<file path="src/rtl/seg_pkg.sv">
// Shared types and frame layout for the segment-scan master.
package seg_pkg;

   typedef enum logic [2:0] {
      StIdle,
      StLoad,
      StShift,
      StTail,
      StDwell
   } scan_state_e;

   localparam int unsigned COL_MSB     = 7;
   localparam int unsigned SCR_MSB     = 5;
   localparam int unsigned DIG_MSB     = 3;
   localparam int unsigned NUM_SCREENS = 4;

   // Frame byte {column, screen, digit}; column select tracks the screen index.
   function automatic logic [7:0] build_frame(input logic [1:0] scr, input logic [3:0] dig);
      logic [7:0] frame;
      frame                = '0;
      frame[COL_MSB -: 2]  = scr;
      frame[SCR_MSB -: 2]  = scr;
      frame[DIG_MSB -: 4]  = dig;
      return frame;
   endfunction

endpackage

</file>
<file path="src/rtl/key_debounce.sv">
// Per-column key debouncer: a level change needs DEBOUNCE consecutive disagreeing samples.
module key_debounce #(
   parameter int unsigned DEBOUNCE = 4
) (
   input  logic clk,
   input  logic rst,
   input  logic sample_en,
   input  logic raw,
   output logic state,
   output logic press
);

   localparam int unsigned     CntW    = $clog2(DEBOUNCE + 1);
   localparam logic [CntW-1:0] CntLast = CntW'(DEBOUNCE - 1);

   logic [CntW-1:0] cnt_q, cnt_d;
   logic            state_q, state_d;
   logic            press_q, press_d;

   // Next-state: count disagreeing samples, toggle on the DEBOUNCE-th one.
   always_comb begin
      cnt_d   = cnt_q;
      state_d = state_q;
      press_d = 1'b0;
      if (sample_en) begin
         if (raw != state_q) begin
            if (cnt_q == CntLast) begin
               state_d = ~state_q;
               cnt_d   = '0;
               press_d = ~state_q;
            end else begin
               cnt_d = cnt_q + CntW'(1);
            end
         end else begin
            cnt_d = '0;
         end
      end
   end

   // State registers; press is registered so it lines up with the state edge.
   always_ff @(posedge clk) begin
      if (rst) begin
         cnt_q   <= '0;
         state_q <= 1'b0;
         press_q <= 1'b0;
      end else begin
         cnt_q   <= cnt_d;
         state_q <= state_d;
         press_q <= press_d;
      end
   end

   assign state = state_q;
   assign press = press_q;

endmodule

</file>
<file path="src/rtl/seg_scan_master.sv">
// Scans four screens into the SPI-fed segment decoder and debounces the returned key line.
module seg_scan_master
   import seg_pkg::*;
#(
   parameter int unsigned CLK_DIV     = 4,
   parameter int unsigned HOLD_CYCLES = 1024,
   parameter int unsigned DEBOUNCE    = 4
) (
   input  logic       clk,
   input  logic       rst,
   input  logic       run,
   input  logic       wr_en,
   input  logic [1:0] wr_addr,
   input  logic [3:0] wr_data,
   output logic       sck,
   output logic       sdo,
   output logic       en,
   input  logic       miso,
   output logic [3:0] key_state,
   output logic [3:0] key_press,
   output logic       busy
);

   // One counter serves both the sck half-period and the dwell.
   localparam int unsigned     CntMax   = (HOLD_CYCLES > CLK_DIV) ? HOLD_CYCLES : CLK_DIV;
   localparam int unsigned     CntW     = $clog2(CntMax);
   localparam logic [CntW-1:0] DivLast  = CntW'(CLK_DIV - 1);
   localparam logic [CntW-1:0] HoldLast = CntW'(HOLD_CYCLES - 1);

   scan_state_e     state_q, state_d;
   logic [CntW-1:0] cnt_q, cnt_d;
   logic [2:0]      bit_q, bit_d;
   logic [7:0]      shreg_q, shreg_d;
   logic [1:0]      scr_q, scr_d;
   logic            sck_q, sck_d;
   logic            sdo_q, sdo_d;
   logic            en_q, en_d;
   logic            sample;
   logic            miso_meta_q, miso_sync_q;
   logic [3:0]      digit_q [NUM_SCREENS];

   // Host digit writes; a frame already in the shifter is unaffected.
   always_ff @(posedge clk) begin
      if (rst) begin
         for (int i = 0; i < NUM_SCREENS; i++) digit_q[i] <= '0;
      end else if (wr_en) begin
         digit_q[wr_addr] <= wr_data;
      end
   end

   // Two-flop synchronizer for the asynchronous key return.
   always_ff @(posedge clk) begin
      if (rst) begin
         miso_meta_q <= 1'b0;
         miso_sync_q <= 1'b0;
      end else begin
         miso_meta_q <= miso;
         miso_sync_q <= miso_meta_q;
      end
   end

   // Scan FSM next-state and registered serial outputs.
   always_comb begin
      state_d = state_q;
      cnt_d   = cnt_q;
      bit_d   = bit_q;
      shreg_d = shreg_q;
      scr_d   = scr_q;
      sck_d   = sck_q;
      sdo_d   = sdo_q;
      en_d    = en_q;
      sample  = 1'b0;
      unique case (state_q)
         StIdle: begin
            sck_d = 1'b0;
            en_d  = 1'b0;
            if (run) state_d = StLoad;
         end
         StLoad: begin
            shreg_d = build_frame(scr_q, digit_q[scr_q]);
            sdo_d   = shreg_d[7];
            en_d    = 1'b1;
            sck_d   = 1'b0;
            cnt_d   = '0;
            bit_d   = '0;
            state_d = StShift;
         end
         StShift: begin
            if (cnt_q == DivLast) begin
               cnt_d = '0;
               if (!sck_q) begin
                  sck_d = 1'b1;
               end else begin
                  sck_d = 1'b0;
                  if (bit_q == 3'd7) begin
                     state_d = StTail;
                  end else begin
                     // Next bit goes out on the sck falling edge.
                     bit_d   = bit_q + 3'd1;
                     shreg_d = {shreg_q[6:0], 1'b0};
                     sdo_d   = shreg_q[6];
                  end
               end
            end else begin
               cnt_d = cnt_q + CntW'(1);
            end
         end
         StTail: begin
            if (cnt_q == DivLast) begin
               cnt_d   = '0;
               en_d    = 1'b0;
               state_d = StDwell;
            end else begin
               cnt_d = cnt_q + CntW'(1);
            end
         end
         StDwell: begin
            if (cnt_q == HoldLast) begin
               cnt_d   = '0;
               sample  = 1'b1;
               scr_d   = scr_q + 2'd1;
               state_d = run ? StLoad : StIdle;
            end else begin
               cnt_d = cnt_q + CntW'(1);
            end
         end
         default: state_d = StIdle;
      endcase
   end

   // FSM and output registers.
   always_ff @(posedge clk) begin
      if (rst) begin
         state_q <= StIdle;
         cnt_q   <= '0;
         bit_q   <= '0;
         shreg_q <= '0;
         scr_q   <= '0;
         sck_q   <= 1'b0;
         sdo_q   <= 1'b0;
         en_q    <= 1'b0;
      end else begin
         state_q <= state_d;
         cnt_q   <= cnt_d;
         bit_q   <= bit_d;
         shreg_q <= shreg_d;
         scr_q   <= scr_d;
         sck_q   <= sck_d;
         sdo_q   <= sdo_d;
         en_q    <= en_d;
      end
   end

   // The selected column reads low when its key is pressed.
   for (genvar c = 0; c < NUM_SCREENS; c++) begin : g_col
      key_debounce #(
         .DEBOUNCE(DEBOUNCE)
      ) u_debounce (
         .clk      (clk),
         .rst      (rst),
         .sample_en(sample && (scr_q == 2'(c))),
         .raw      (~miso_sync_q),
         .state    (key_state[c]),
         .press    (key_press[c])
      );
   end

   assign sck  = sck_q;
   assign sdo  = sdo_q;
   assign en   = en_q;
   assign busy = (state_q != StIdle);

endmodule

</file>
<file path="config.mk">
export PLATFORM = sky130hd
export DESIGN_NAME = seg_scan_master
export DESIGN_NICKNAME = d
export VERILOG_FILES = /design/src/rtl/seg_pkg.sv /design/src/rtl/key_debounce.sv /design/src/rtl/seg_scan_master.sv
export SDC_FILE = /design/constraint.sdc
export NUM_CORES = 1
export LEC_CHECK = 0
export BUFFER_PORTS_ARGS = -buffer_cell sky130_fd_sc_hd__buf_2
export CAP_MARGIN = 20
export CORE_MARGIN = 2
export CORE_UTILIZATION = 55
export DETAILED_ROUTE_END_ITERATION = 12
export PLACE_DENSITY = 0.74
export RECOVER_POWER = 25
export SYNTH_ARGS = -nofsm -noshare
export SYNTH_HDL_FRONTEND = slang
export SYNTH_SLANG_ARGS = --single-unit
</file>
<file path="constraint.sdc">
create_clock -name clk -period 2.3 [get_ports clk]
set_input_delay 0 -clock clk [delete_from_list [all_inputs] [get_ports clk]]
set_output_delay 0 -clock clk [all_outputs]
set_load 0.05 [all_outputs]
</file>
==> results.py <==
metrics = {
    "layout": {
        "drive_gt1_frac": 0.161,
        "final_nets": 383,
        "layout_commonest_cell": "dfxtp_1",
        "diodes": 0,
        "syn_to_final_growth_pct": 12.6,
        "layout_common_cells": "dfxtp_1, nand2_1, nor2_1",
    },
    "floorplan": {
        "die_area_sq_mm": 0.00658,
        "core_sq_mm": 0.00585,
        "row_count": 28,
        "die_w_um": 81.1,
        "ios": 23,
        "die_h_um": 81.1,
        "initial_core_util": 0.559,
    },
    "drt": {
        "post-route-drc-count": 0,
        "wl_per_cell_um": 13.4,
        "drtAntennaViolNets": 0,
        "num_vias": 2411,
        "drtPass1Iterations": 4,
        "drt_iter0_markers": 105,
        "drt-vias-per-instance": 5.47,
        "postRouteWirelength_um": 5930,
    },
    "sta": {
        "worst_slack_ps": 197,
        "fin_worst_skew_ps": 6.70,
        "maxSlewHeadroom": 0.353,
        "clock.fmax_ghz": 0.475,
        "hold_viol_final": 0,
        "period_needed_ps": 2100,
        "rsz0062_at_grt": "false",
        "setup_violations": 0,
        "finalMaxSlewViolations": 0,
        "tns_ps": 0,
        "worst_slew_pin_slew_ps": 970,
        "post-route-period-util": 0.915,
    },
    "grt": {
        "grt_pass1_vias": 2251,
        "antenna_found_initial": 0,
        "grt_pass1_wl_um": 10400,
        "grt_remaining_overflow": 0,
        "track_usage": 0.207,
        "grt_max_degree": 48,
    },
    "flow_run": {
        "max_cap_viol_count": 0,
    },
    "cts": {
        "clock_sinks": 68,
        "clk_latency_ps": 350,
        "htree_levels": 3,
        "cts_buffers": 9,
        "clockBufferDepth": 2,
        "cts_tree": "yes",
        "clkTransAtPathRegs_ps": 80,
        "clockRootBuffer": "clkbuf_8",
    },
    "logic_synthesis": {
        "ys_ff_latch": 68,
        "ys_types": 50,
        "synth-edff-count": 16,
        "syn_inst": 335,
        "seq_area_frac_synth": 0.465,
        "postSynthAreaPerCell_sq_um": 9.77,
        "async_flop_share": 0,
        "yosysWarnings": 0,
        "synthesis.nets": 357,
        "synth_area_sq_mm": 0.00327,
        "ys.flop_type": "dfxtp_1",
    },
    "placed_design": {
        "gp_congestion": 0.808,
        "io_buffers": 22,
        "dp_slack_ps": 182,
        "dp_hpwl_um": 4090,
    },
    "power_and_ir_drop": {
        "combPwrFrac": 0.077,
        "switching_power_mw": 0.631,
        "p_leak_nw": 1.42,
        "power_density_mw_per_mm2": 703,
        "intPower_mw": 1.96,
        "irDropWorstVdd_uv": 444,
        "switching_share": 0.244,
        "power_frac_clock": 0.428,
        "p_seq_frac": 0.495,
    },
    "worst_hold_path": {
        "hold_class": "input pin to flip-flop",
    },
    "setup_path": {
        "crit_path_start_kind": "flip-flop",
        "rrSetupSlack_ps": 200,
        "cp.arrival_ps": 2370,
        "critPathKind": "flip-flop to flip-flop",
        "crit_required_ps": 2560,
        "worst_setup_path_end_kind": "flip-flop",
        "crit_fanout": 9,
    },
    "status": {
        "status": "complete, no violations",
    },
}
area by class of cell:
type	count	area (sq um)
Fill cell	490	2170
Multi-Input combinational cell	233	1570
Sequential cell	68	1520
Timing Repair Buffer	38	233
Clock buffer	9	124
Clock inverter	7	98.8
Tap cell	75	93.8
Inverter	11	41.3
path summary, 6_finish.rpt:
check / startpoint / cells after the start / to
setup / recovery: cnt_q[0]$_SDFFE_PP0P_ / 7 / g_col[2].u_debounce.cnt_q[0]$_SDFFE_PP0P_
hold reg to reg: miso_meta_q$_SDFF_PP0_ / 1 / miso_sync_q$_SDFF_PP0_
hold / removal: run / 5 / state_q[0]$_SDFFE_PP0P_
setup reg to reg: cnt_q[0]$_SDFFE_PP0P_ / 7 / g_col[2].u_debounce.cnt_q[0]$_SDFFE_PP0P_
cell usage after synthesis, types with 10 or more instances:
cell	number	area, sq um
and2_1	18	113
ha_1	11	138
nor2_1	27	101
a211oi_1	11	82.6
inv_1	11	41.3
dfxtp_1	52	1040
a21oi_1	19	95.1
nand2_1	29	109
clkbuf_1	10	37.5
edfxtp_1	16	480
nand3_1	10	50.1
power groups by stage:
stage / Combinational (mW) / Sequential (mW) / Clock [mW]
2_1_floorplan: 0.141 / 1.31 / 0
3_3_place_gp: 0.194 / 1.31 / 0
3_5_place_dp: 0.196 / 1.31 / 0
4_1_cts: 0.203 / 1.28 / 1.13
5_1_grt: 0.222 / 1.29 / 1.18
6_report: 0.200 / 1.28 / 1.11
critical path, stage by stage, from the launching register on:
cell and delay [ps]:
dfxtp_1 400, ha_1 230, nand3_1 160, nor4_4 330, buf_4 230, nand2_4 70
or4_1 460, a21oi_1 140
sequential cells by signal, summed over array words and instances (netlist names), 2 cells and up, named ones only:
| name | count |
|---|---|
| state_q | 3 |
| g_col.u_debounce.press | 4 |
| digit_q | 16 |
| shreg_q | 7 |
| g_col.u_debounce.state | 4 |
| scr_q | 2 |
| cnt_q | 10 |
| bit_q | 3 |
| g_col.u_debounce.cnt_q | 12 |
timing repair:
action,in CTS,in global routing
endpoints found under the setup margin,0,1
hold buffers,5,0
endpoints found under the hold margin,17,0
gates resized for setup,0,1
setup buffers,0,0
metrics by stage:
step / util / instances / hold slack, ps / cell area, sq um / power [mW]
detailed placement: 0.585 / 420 / 217 / 3420 / 1.51
finish: 0.630 / 441 / 69.9 / 3680 / 2.59
global placement: 0.585 / 420 / 214 / 3420 / 1.50
global route: 0.630 / 441 / 69.0 / 3680 / 2.69
CTS: 0.631 / 441 / 58.5 / 3690 / 2.62
floorplan: - / 335 / 128 / 3270 / 1.45
layer usage:
metal,up-vias,GRT usage,wire length (um)
li1,1250,-,-
met1,1100,0.269,2810
met2,48,0.329,2790
met3,13,0.0533,215
met4,0,0.0831,104
met5,-,0,0
cell families (layout without fill, tap and decap cells):
group / after synthesis / count (layout) / synth area share
adders and majority gates: 11 / 11 / 0.0421
buffers and inverters: 34 / 65 / 0.0547
and+or+nand+nor: 143 / 143 / 0.246
xor gates and xnor gates: 8 / 8 / 0.0214
muxes: 14 / 14 / 0.0585
AOI/OAI and AO/OA: 57 / 57 / 0.112
DFF: 68 / 68 / 0.465
Note: power is estimated with default switching activity, not from simulation.
